**config.mk**
```make
export PLATFORM = sky130hd
export DESIGN_NAME = disp_src_scheduler
export DESIGN_NICKNAME = d
export VERILOG_FILES = /design/src/rtl/disp_pkg.sv /design/src/rtl/disp_rr_pick.sv /design/src/rtl/disp_src_scheduler.sv
export SDC_FILE = /design/constraint.sdc
export NUM_CORES = 1
export LEC_CHECK = 0
export CORE_ASPECT_RATIO = 1.1
export CORE_MARGIN = 8
export CORE_UTILIZATION = 50
export CTS_CLUSTER_SIZE = 30
export DETAILED_ROUTE_END_ITERATION = 8
export PLACE_DENSITY = 0.87
export SETUP_SLACK_MARGIN = 0.3
export SLEW_MARGIN = 10
export SYNTH_ARGS = -nofsm -noshare
export SYNTH_HDL_FRONTEND = slang
export SYNTH_SLANG_ARGS = --single-unit
```
**constraint.sdc**
```tcl
create_clock -name clk -period 4.95 [get_ports clk]
set_clock_uncertainty 0.2 [all_clocks]
set_input_delay 0.99 -clock clk [delete_from_list [all_inputs] [get_ports clk]]
set_output_delay 0.99 -clock clk [all_outputs]
set_load 0.01 [all_outputs]
```
**src/rtl/disp_pkg.sv**
```systemverilog
// Shared types and constants for the display source scheduler.
package disp_pkg;

   localparam int DISP_VAL_W = 8;
   localparam int DISP_DWELL_DEFAULT = 50_000_000;

   typedef enum logic [1:0] {
      IDLE,
      CAPTURE,
      SHOW
   } disp_sched_state_t;

endpackage

```
**src/rtl/disp_rr_pick.sv**
```systemverilog
// Combinational round-robin picker: searches from rr_ptr+1 upward, wrapping,
// so the most recently granted source is considered last.
module disp_rr_pick
   import disp_pkg::*;
#(
   parameter int NUM_SRC = 4,
   parameter int SRC_W   = (NUM_SRC > 1) ? $clog2(NUM_SRC) : 1
) (
   input  logic [NUM_SRC-1:0] valid,
   input  logic [SRC_W-1:0]   rr_ptr,
   output logic [SRC_W-1:0]   winner,
   output logic               any_valid
);

   // Walk from the farthest offset to the nearest so the nearest valid
   // source (offset 1 from rr_ptr) is the last one written and wins.
   always_comb begin
      int idx;
      logic [SRC_W-1:0] sel;
      winner    = '0;
      any_valid = 1'b0;
      idx       = 0;
      sel       = '0;
      for (int k = NUM_SRC; k >= 1; k--) begin
         idx = (int'(rr_ptr) + k) % NUM_SRC;
         sel = idx[SRC_W-1:0];
         if (valid[sel]) begin
            winner    = sel;
            any_valid = 1'b1;
         end
      end
   end

endmodule

```
**src/rtl/disp_src_scheduler.sv**
```systemverilog
// Round-robin time-sharing of the 8-bit display value between NUM_SRC producers.
// Optional macro DISP_SCHED_PRIORITY_EN makes source 0 pre-empt any other dwell.
module disp_src_scheduler
   import disp_pkg::*;
#(
   parameter int NUM_SRC = 4,
   parameter int DWELL   = DISP_DWELL_DEFAULT,
   localparam int SRC_W  = (NUM_SRC > 1) ? $clog2(NUM_SRC) : 1,
   localparam int CNT_W  = $clog2(DWELL)
) (
   input  logic                          clk,
   input  logic                          rst_n,
   input  logic [NUM_SRC-1:0]            src_valid,
   input  logic [NUM_SRC*DISP_VAL_W-1:0] src_data,
   output logic [NUM_SRC-1:0]            src_ack,
   input  logic                          hold,
   output logic [DISP_VAL_W-1:0]         disp_value,
   output logic [SRC_W-1:0]              disp_src,
   output logic                          disp_valid
);

   disp_sched_state_t state;
   logic [CNT_W-1:0]  cnt;
   logic [SRC_W-1:0]  rr_ptr;
   logic [SRC_W-1:0]  cap_idx;
   logic [SRC_W-1:0]  winner;
   logic              any_valid;
   logic              prio_hit;

   disp_rr_pick #(
      .NUM_SRC(NUM_SRC),
      .SRC_W  (SRC_W)
   ) u_pick (
      .valid    (src_valid),
      .rr_ptr   (rr_ptr),
      .winner   (winner),
      .any_valid(any_valid)
   );

`ifdef DISP_SCHED_PRIORITY_EN
   assign prio_hit = src_valid[0] && (disp_src != '0);
`else
   assign prio_hit = 1'b0;
`endif

   // src_ack is registered together with the move into CAPTURE, so it is
   // high for exactly the CAPTURE cycle; the display updates as CAPTURE ends.
   always_ff @(posedge clk or negedge rst_n) begin
      if (!rst_n) begin
         state      <= IDLE;
         cnt        <= '0;
         rr_ptr     <= SRC_W'(NUM_SRC - 1);
         cap_idx    <= '0;
         src_ack    <= '0;
         disp_value <= '0;
         disp_src   <= '0;
         disp_valid <= 1'b0;
      end else begin
         src_ack <= '0;
         case (state)
            IDLE: begin
               if (any_valid) begin
                  cap_idx <= winner;
                  src_ack <= NUM_SRC'(1) << winner;
                  state   <= CAPTURE;
               end
            end
            CAPTURE: begin
               disp_value <= src_data[DISP_VAL_W*int'(cap_idx) +: DISP_VAL_W];
               disp_src   <= cap_idx;
               disp_valid <= 1'b1;
               rr_ptr     <= cap_idx;
               cnt        <= '0;
               state      <= SHOW;
            end
            SHOW: begin
               if (prio_hit) begin
                  cap_idx <= '0;
                  src_ack <= NUM_SRC'(1);
                  state   <= CAPTURE;
               end else if (!hold) begin
                  if (cnt == CNT_W'(DWELL - 1)) begin
                     if (any_valid) begin
                        cap_idx <= winner;
                        src_ack <= NUM_SRC'(1) << winner;
                        state   <= CAPTURE;
                     end else begin
                        disp_valid <= 1'b0;
                        disp_value <= '0;
                        state      <= IDLE;
                     end
                  end else begin
                     cnt <= cnt + 1'b1;
                  end
               end
            end
            default: state <= IDLE;
         endcase
      end
   end

endmodule

```
Word-level counts from Yosys, hierarchy flattened:

Cells that the tools add are included.

* add/subtract/negate cells: 5
* order comparisons: 4
* eq/ne operators: 8
* shift-type cells: 2
* mux-type cells: 40
* reductions and logical operators: 7

Operators with widths (number)
* $mux 26: 2
* $pmux 26 s2: 1
* $shiftx 32x6->8: 1
* $add 26x1->26 const B: 1
* $eq 26x26->1 const B: 1
* $mux 8: 3
* $mux 2: 10
* $pmux 8 s2: 1
* $lt 2x3->1 const B: 4
* $mux 1: 12
* $mux 4: 3
* $ne 2x2->1 const B: 5
* $reduce_and 3->1: 3
* $bmux 1 s2: 4
* $pmux 4 s2: 1
* $pmux 2 s3: 1
* $add 2x1->2 const B: 2
* $add 2x2->2 const B: 2
* $pmux 2 s2: 1
* $reduce_and 4->1: 1
* $reduce_bool 2->1: 2
* $shl 1x2->4 const A: 1
* $eq 2x1->1 const B: 1
* $eq 2x2->1 const B: 1
* other kinds (2): 2

* bits in registers: 47
* input bits: 39
* output and inout bits: 15
* logic and storage cells: 74

Logic depth before layout (Yosys ltp):

Gate-level depths: netlist (run 1).

* depth after elaboration: 12
* gate-level depth with buffers: 7
* mapped depth without buffers: 7

Hierarchy:

Synthesis (run 1) repeated with hierarchy kept, for this count alone.

* cell total of the unflattened synthesis: 262
* area total of the unflattened synthesis: 2657.5 sq um

Modules (own cells, without submodules)
* disp_src_scheduler: times used 1, cells an instance 248, area an instance 2566.2 sq um, sequential area each 1178.6 sq um
* disp_rr_pick: times used 1, cells an instance 14, area an instance 91.3 sq um, sequential area each 0.0 sq um

Worst setup path before layout (run 1):

No wires, ideal clock.

* path type: input-to-reg
* from: input hold
* to: register cnt[23]
* setup time: 0.130 ns
* data arrival time: 2.353 ns
* data required time: 4.620 ns
* slack: 2.267 ns
* cell stages on the path: 7
* path buffers: 2
* cells stage by stage: or3b_1 > buf_2 > or3_1 > buf_6 > nor4_4 > xnor2_1 > nor2_2

* word-level cells in the longest chain between the ends: 2

Ends and longest elaborated chain
* start, declared: RTL line disp_src_scheduler.sv:16 `input logic hold,`
* $ne 2x2->1 (no source line)
* $reduce_and 3->1 (no source line)
* end signal, assigned: RTL line disp_src_scheduler.sv:93 `cnt <= cnt + 1'b1;`
* end, declared: RTL line disp_src_scheduler.sv:23 `logic [CNT_W-1:0] cnt;`

No other way between the ends.
A chain may end at the register's enable or synchronous reset.

Final worst setup path (run 1):

* from: input hold
* to: register cnt[25]

The elaborated chain is that of the path after synthesis.

==> results of run 1 <==
[final cells by class]
class	count	share of cell area, %
multi-input combinational	182	40.4
clock buffer	6	2.55
sequential	47	36.5
timing repair buffer	54	16.5
tap	58	2.24
clock inverter	2	1.20
inverter	6	0.697
[worst max-delay path, delay by kind of cell]
family	cells	cell delay [ps]
AND/OR/NAND/NOR	4	1360
buffers and inverters	1	530
XOR/XNOR	1	170
[flip-flops by register name, indices dropped and copies added (netlist names)]
signal and count:
cap_idx 2, cnt 26, disp_src 2, disp_valid 1, disp_value 8, rr_ptr 2, src_ack 4, state 2
[cell families after synthesis]
kind of cell / count (synthesis) / synth area share (%)
flip-flops: 47 / 45.9
XOR/XNOR: 13 / 4.43
multiplexers: 12 / 8.62
buffers and inverters: 20 / 3.41
adder cells (fa/ha/maj): 1 / 0.487
AND/OR/NAND/NOR: 111 / 24.7
AO/OA/AOI/OAI: 45 / 12.5
[worst paths after layout]
kind	from	to	slack, ps	cells past startpoint
setup / recovery	hold	cnt[25]	1880	6
hold reg to reg	disp_src[1]	disp_src[1]	300	2
max in group asynchronous	rst_n	cnt[10]	3260	1
min in group asynchronous	rst_n	cnt[9]	660	1
setup reg to reg	cnt[8]	cnt[1]	2320	5
hold / removal	disp_src[1]	disp_src[1]	300	2
[cell usage in the layout, fill, tap and decap left out, types with 3 or more instances in the layout]
cell	synthesis	final
a21oi_1	10	10
a22o_1	8	8
a31oi_1	4	4
a41o_1	3	3
and3_1	6	6
clkbuf_8	0	6
clkdlybuf4s50_1	0	52
dfrtp_1	45	45
inv_1	5	5
mux2i_1	3	3
mux4_2	8	8
nand2_1	25	25
nand2b_1	4	4
nand3_1	4	4
nand4_1	8	8
nor2_1	24	24
nor3_1	8	8
nor3b_1	5	5
nor4_1	4	4
nor4_2	3	3
o21ai_0	9	9
or3_1	7	7
xnor2_1	9	9
xor2_1	4	4
[power by group through the flow]
stage | registers [uW] | logic (uW) | clock network [uW]
6_report | 580 | 494 | 301
5_1_grt | 598 | 538 | 317
4_1_cts | 582 | 498 | 302
3_5_place_dp | 587 | 494 | 0
3_3_place_gp | 583 | 477 | 0
2_1_floorplan | 548 | 318 | 0
[through the flow]
step	instance area, um^2	setup slack, ps	power (uW)
finish	3230	1880	1380
global route	3230	1740	1450
CTS	3230	1890	1380
detailed placement	3110	1570	1080
global placement	3110	1640	1060
floorplan	2570	2270	866
[per-layer routing]
metal	vias to the layer above	global-route usage, %
li1	1021	-
met1	1067	19.4
met2	91	29.7
met3	11	5.36
met4	0	4.82
met5	-	0
==> summary.txt, run 1 <==
Fin crit period -> 3070 ps
Root Driver -> clkbuf_8
Flop pwr share -> 42.2%
Kind of critical path -> input port to register
Number of global-route vias before repair -> 2340
RSZ-0062 raised after global routing -> false
Hold Buf Count CTS -> 0
Fin crit share -> 61.9%
Crit path DAT -> 3050 ps
DIE AREA -> 0.00769 mm^2
Share of layout cells above drive strength 1 -> 10.8%
Critical path capture point type -> register
Setup TNS -> 0 ps
Die X -> 84.3 um
Max Clock Freq -> 0.326 GHz
Post-DP HPWL -> 4.78 mm
Critical Path Slowest Stage Cell -> or3_1
Critical Path RT -> 4930 ps
Critical-path cell list -> clkdlybuf4s50_1, or3b_1, or3_1, nor4_4, xnor2_1, nor2_2
Total core area -> 0.00497 mm^2
H-tree depth -> 2
Max FO, Critical Path -> 7
Maxcap violations -> 0
CTS tree -> yes
Worst VDD drop -> 0.312 mV
Final core occ -> 65.1%
Combinational Power Share -> 35.9%
Top post-synthesis cells by area -> dfrtp_1 44%, mux4_2 7.0%, nand2_1 3.7%
Number of buffers created by CTS -> 5
Post-CTS sizing -> 0
Port bufs -> 53
Drt initial violations -> 127
Status -> complete, no violations
Fraction of registers with async set/reset -> 100%
Post-CTS Setup Bufs -> 0
Slew @ Worst Pin -> 1030 ps
Routed len/inst -> 18.3 um
Register area share after synthesis -> 45.9%
Post-route ant nets -> 0
Count leader, synth -> dfrtp_1
Avg Vias per Cell -> 6.17
Sequential Area -> 0.00118 mm^2
Syn nets -> 289
Yosys warnings -> 0
Final wirelength -> 6.50 mm
Top cell type's share of synthesized area -> 43.8%
Clk pwr share -> 21.9%
M1 wire length -> 2.63 mm
Clk buf depth -> 2
Worst min path class -> register to register
First-pass GRT wire length -> 11.0 mm
Fin. Hold Viols -> 0
GRT Util Overall -> 17.0%
Met2 wire len -> 3.33 mm
GRT Residual Overflow -> 0
Synthesized area -> 0.00257 mm^2
Fin. max-slew vios -> 0
Pwr dens -> 426 mW/mm^2
Setup crit start kind -> input port
Sw Pwr -> 466 uW
Number of synthesized flops with an enable pin -> 0
Number of antenna violations at the first check in global routing -> 0
Clk Latency, worst-skew pair -> 300 ps
Initial Utilization -> 51.7%
Die H -> 91.2 um
Top Ports -> 54
Synth unique cells -> 48
Final setup violation count -> 0
Synthesis-to-finish area growth -> 25.9%
RD Place Congestion -> 0.858
Synthesized flop and latch total -> 47
Row count -> 27
Metal3 WL -> 441 um
Internal -> 909 uW
Fillers -> 382
Mapped Cells -> 249
LEAKAGE -> 0.00134 uW
Largest net degree at the start of global routing -> 48
Antenna cells -> 0
DRC viols -> 0
Placed insts -> 347
Post-synth top flop -> dfrtp_1
Hold slack -> 298 ps
DR top layer -> met4
Multi-input gate area -> 0.00131 mm^2
Nets -> 336
Critical path's largest stage delay -> 540 ps
Slew HR -> 31.6%
Synth area leader -> dfrtp_1
Reg clk slew, reported paths -> 90 ps
Switching share of total power -> 33.9%
Most frequent cells after synthesis -> 45 x dfrtp_1, 25 x nand2_1, 24 x nor2_1, 10 x a21oi_1
Drt first pass iters -> 4
Vias -> 2190
Post-Layout Cell Count -> 355
Syn avg cell area -> 10.3 um^2
CTS Sinks -> 47
Power figures use the tool's default switching activity.
==> inputs of run 2 (changes only) <==
Clock period 4.95 ns to 2.84 ns, I/O delays scaled along.
==> summary.txt, run 2 (synthesis results as in run 1) <==
Pre-CTS setup slack -> 91.0 ps
Final wirelength -> 6.37 mm
Post-CTS Setup Bufs -> 0
Post-DP HPWL -> 4.83 mm
GRT Util Overall -> 16.7%
Max Clock Freq -> 0.401 GHz
Row count -> 27
Fin. Hold Viols -> 0
First-pass GRT wire length -> 10.7 mm
RD Place Congestion -> 0.874
Total core area -> 0.00497 mm^2
CTS tree -> yes
Slew HR -> 61.1%
M3 GR Usage -> 5.54%
Drt initial violations -> 135
Maxcap violations -> 0
Synthesis-to-finish area growth -> 27.4%
Pwr dens -> 703 mW/mm^2
Fin crit period -> 2490 ps
Die X -> 84.3 um
Vias -> 2164
Die H -> 91.2 um
Crit path DAT -> 2480 ps
Drt first pass iters -> 4
Initial Utilization -> 51.7%
Fillers -> 383
LEAKAGE -> 0.00136 uW
Nets -> 344
Status -> complete, no violations
CTS Sinks -> 47
Max FO, Critical Path -> 9
Commonest non-fill, non-tap cells in the layout -> 52 x clkdlybuf4s50_1, 45 x dfrtp_1, 25 x nand2_1
Setup TNS -> 0 ps
Clk Latency, worst-skew pair -> 300 ps
GRT Residual Overflow -> 0
Post-route setup slack -> 346 ps
Critical Path RT -> 2830 ps
Slew @ Worst Pin -> 581 ps
Number of buffers created by CTS -> 5
Clk buf depth -> 2
Reg clk slew, reported paths -> 90 ps
DRC viols -> 0
DIE AREA -> 0.00769 mm^2
Commonest non-fill, non-tap cell in the layout -> clkdlybuf4s50_1
Fin. max-slew vios -> 0
Post-route ant nets -> 0
Largest net degree at the start of global routing -> 33
RSZ-0062 raised after global routing -> true
Largest registers -> cnt: 26 flops, disp_value: 8 flops, src_ack: 4 flops
Avg Vias per Cell -> 5.96
Port bufs -> 53
Largest Register -> cnt
Met1 Resource Use GR -> 20.1%
Critical path capture point type -> register
Number of antenna violations at the first check in global routing -> 0
Fin crit share -> 87.8%
Number of global-route vias before repair -> 2234
Share of layout cells above drive strength 1 -> 13.8%
Final setup violation count -> 0
Met2 Track Usage GR -> 28.2%
Antenna cells -> 0
Multi-input gate area -> 0.00132 mm^2
Post-CTS sizing -> 0
Root Driver -> clkbuf_8
H-tree depth -> 2
Grt peak-use layer -> met2
Worst VDD drop -> 0.561 mV
Setup crit start kind -> register
Worst min path class -> input port to async pin
Sequential Area -> 0.00118 mm^2
Top Ports -> 54
Routed len/inst -> 17.5 um
Largest register FFs -> 26
R2R depth -> 6
Hold Buf Count CTS -> 0
Kind of critical path -> register to register
run 2: routing by layer:
metal | up-vias | wire length, um
li1 | 1033 | -
met2 | 78 | 3280
met5 | - | 0
met4 | 0 | 48
met1 | 1046 | 2570
met3 | 7 | 476
run 2: area by class of cell:
| class | count | share of cell area [%] |
|---|---|---|
| Multi-Input combinational cell | 182 | 40.3 |
| Clock inverter | 3 | 0.612 |
| Clock buffer | 5 | 2.10 |
| Sequential cell | 47 | 36.0 |
| Timing Repair Buffer | 62 | 18.1 |
| Tap cell | 58 | 2.22 |
| Inverter | 6 | 0.688 |
run 2: per-stage QoR:
| step | utilization (%) | area (um^2) | std cells | hold WS, ps | power [uW] |
|---|---|---|---|---|---|
| 2_1_floorplan | - | 2570 | 249 | 72.4 | 1510 |
| 3_3_place_gp | 63.9 | 3170 | 355 | 259 | 1890 |
| 3_5_place_dp | 63.9 | 3170 | 355 | 274 | 1920 |
| 4_1_cts | 65.7 | 3260 | 363 | 12.6 | 2330 |
| 5_1_grt | 65.9 | 3270 | 363 | 35.6 | 2440 |
| 6_report | 65.9 | 3270 | 363 | 4.88 | 2300 |
run 2: report_power, final:
group          internal (uW)  switching (uW)  leakage [uW]
Clock                    172             231     0.0000402
Sequential               825             154      0.000616
Combinational            499             420      0.000706
Total                   1500             806       0.00136
run 2: path summary, 6_finish.rpt:
path | from | endpoint | slack [ps]
max | cnt[8] | cap_idx[1] | 350
min | rst_n | cnt[8] | 5
max reg2reg | cnt[8] | cap_idx[1] | 350
min reg2reg | disp_src[1] | disp_src[1] | 290
max in group asynchronous | rst_n | disp_value[1] | 1700
min in group clk | disp_src[1] | disp_src[1] | 290
run 2: critical path, cell delays in order, from the launching register on:
cell,delay [ps]
dfrtp_1,440
nor4_1,280
nand4_1,390
o41ai_2,430
nand2_1,190
inv_2,110
mux2_1,330
==> inputs of run 3 (changes only) <==
Settings changed: CORE_MARGIN 8 to unset, CTS_CLUSTER_SIZE 30 to unset.
==> summary.txt, run 3 (synthesis results as in run 1) <==
Max FO, Critical Path -> 5
Met2 Track Usage GR -> 43.6%
RD Place Congestion -> 0.820
Root Driver -> clkbuf_8
Post-DP HPWL -> 4.48 mm
Fin. Hold Viols -> 0
Setup TNS -> 0 ps
CTS Sinks -> 47
Pwr dens -> 729 mW/mm^2
Port bufs -> 53
Clk Latency, worst-skew pair -> 310 ps
Setup crit start kind -> register
Largest net degree at the start of global routing -> 33
Commonest non-fill, non-tap cells in the layout -> 52 x clkdlybuf4s50_1, 44 x dfrtp_1, 25 x nand2_1
Slew @ Worst Pin -> 601 ps
Max Clock Freq -> 0.407 GHz
Number of global-route vias before repair -> 2333
Largest Register -> cnt
CP bufs+invs -> 1
M3 GR Usage -> 5.26%
Met1 Resource Use GR -> 30.5%
Share of layout cells above drive strength 1 -> 13.8%
Routed len/inst -> 17.7 um
Nets -> 344
Fin area -> 0.00331 mm^2
Critical path's top delay family -> simple AND/OR/NAND/NOR gates
Commonest non-fill, non-tap cell in the layout -> clkdlybuf4s50_1
Largest register FFs -> 26
Slew HR -> 59.8%
Synthesis-to-finish area growth -> 28.7%
Area after DPL -> 0.00316 mm^2
Avg Vias per Cell -> 6.18
DIE AREA -> 0.00543 mm^2
Worst min path class -> input port to async pin
Drt first pass iters -> 4
Final wirelength -> 6.43 mm
Final setup violation count -> 0
Number of antenna violations at the first check in global routing -> 0
Critical Path Slowest Stage Cell -> dfrtp_1
Number of buffers created by CTS -> 5
Total core area -> 0.00497 mm^2
RSZ-0062 raised after global routing -> false
H-tree depth -> 2
Critical path capture point type -> register
Clk buf depth -> 2
Status -> complete, no violations
Grt peak-use layer -> met2
Fin crit period -> 2460 ps
GRT Residual Overflow -> 0
Kind of critical path -> register to register
Critical path's largest stage delay -> 440 ps
Drt initial violations -> 135
First-pass GRT wire length -> 10.8 mm
Critical Path RT -> 2840 ps
Largest registers -> cnt: 26 flops, disp_value: 8 flops, src_ack: 4 flops
CTS tree -> yes
Worst VDD drop -> 0.488 mV
GRT Util Overall -> 25.4%
Die H -> 77.2 um
Most Frequent Cell on Critical Path -> nand2_1
LEAKAGE -> 0.00139 uW
Reg clk slew, reported paths -> 90 ps
Antenna cells -> 0
Row count -> 27
Placed insts -> 353
Top Ports -> 54
Initial Utilization -> 51.7%
Critical-path cell list -> nor4b_2, nand2_1, o41ai_4, nand2_1, inv_2, mux2_1
Maxcap violations -> 0
Die X -> 70.3 um
Post-route ant nets -> 0
Fin. max-slew vios -> 0
DRC viols -> 0
Fillers -> 371
Fin crit share -> 86.4%
Crit path DAT -> 2450 ps
Vias -> 2242
Post-Layout Cell Count -> 363
==> run 3: per-stage QoR <==
step	hold WS [ps]	power, uW	setup slack (ps)	util, %
2_1_floorplan	72.4	1510	579	-
3_3_place_gp	258	1850	118	63.6
3_5_place_dp	265	1900	82.5	63.6
4_1_cts	23.1	2410	351	66.0
5_1_grt	44.6	2560	274	66.6
6_report	8.44	2410	385	66.6
==> run 3: worst paths after layout <==
path                              from           to  slack [ps]  cells after the start
min                              rst_n      cnt[11]           8                      1
max in group asynchronous        rst_n    rr_ptr[1]        1670                      2
min in group clk           disp_src[0]  disp_src[0]         300                      2
max reg2reg                    cnt[11]   cap_idx[1]         380                      6
min reg2reg                disp_src[0]  disp_src[0]         300                      2
max                            cnt[11]   cap_idx[1]         380                      6
==> run 3: cell type report <==
| class | instances | area, um^2 | share of cell area, % |
|---|---|---|---|
| clock buffer | 5 | 68.8 | 2.08 |
| inverter | 6 | 22.5 | 0.681 |
| multi-input combinational | 182 | 1320 | 40.0 |
| tap | 58 | 72.6 | 2.19 |
| sequential | 47 | 1180 | 35.7 |
| timing repair buffer | 62 | 593 | 17.9 |
| clock inverter | 3 | 47.5 | 1.44 |
==> run 3: power breakdown <==
part | total [uW] | switching [uW] | internal, uW | leakage (uW)
clock network | 514 | 247 | 267 | 0.0000587
registers | 1000 | 178 | 826 | 0.000615
logic | 891 | 400 | 492 | 0.000717
==> run 3: repair_timing <==
action                     4_1_cts  5_1_grt
resized for setup                1        2
hold buffers                     0        0
setup endpoints to repair        1        6
pin swaps                        0        1
buffers inserted                 0        2
==> run 3: layer usage <==
metal | vias to the layer above | wire length, um
met1 | 1097 | 2460
li1 | 1030 | -
met5 | - | 0
met3 | 25 | 356
met2 | 90 | 3400
met4 | 0 | 218
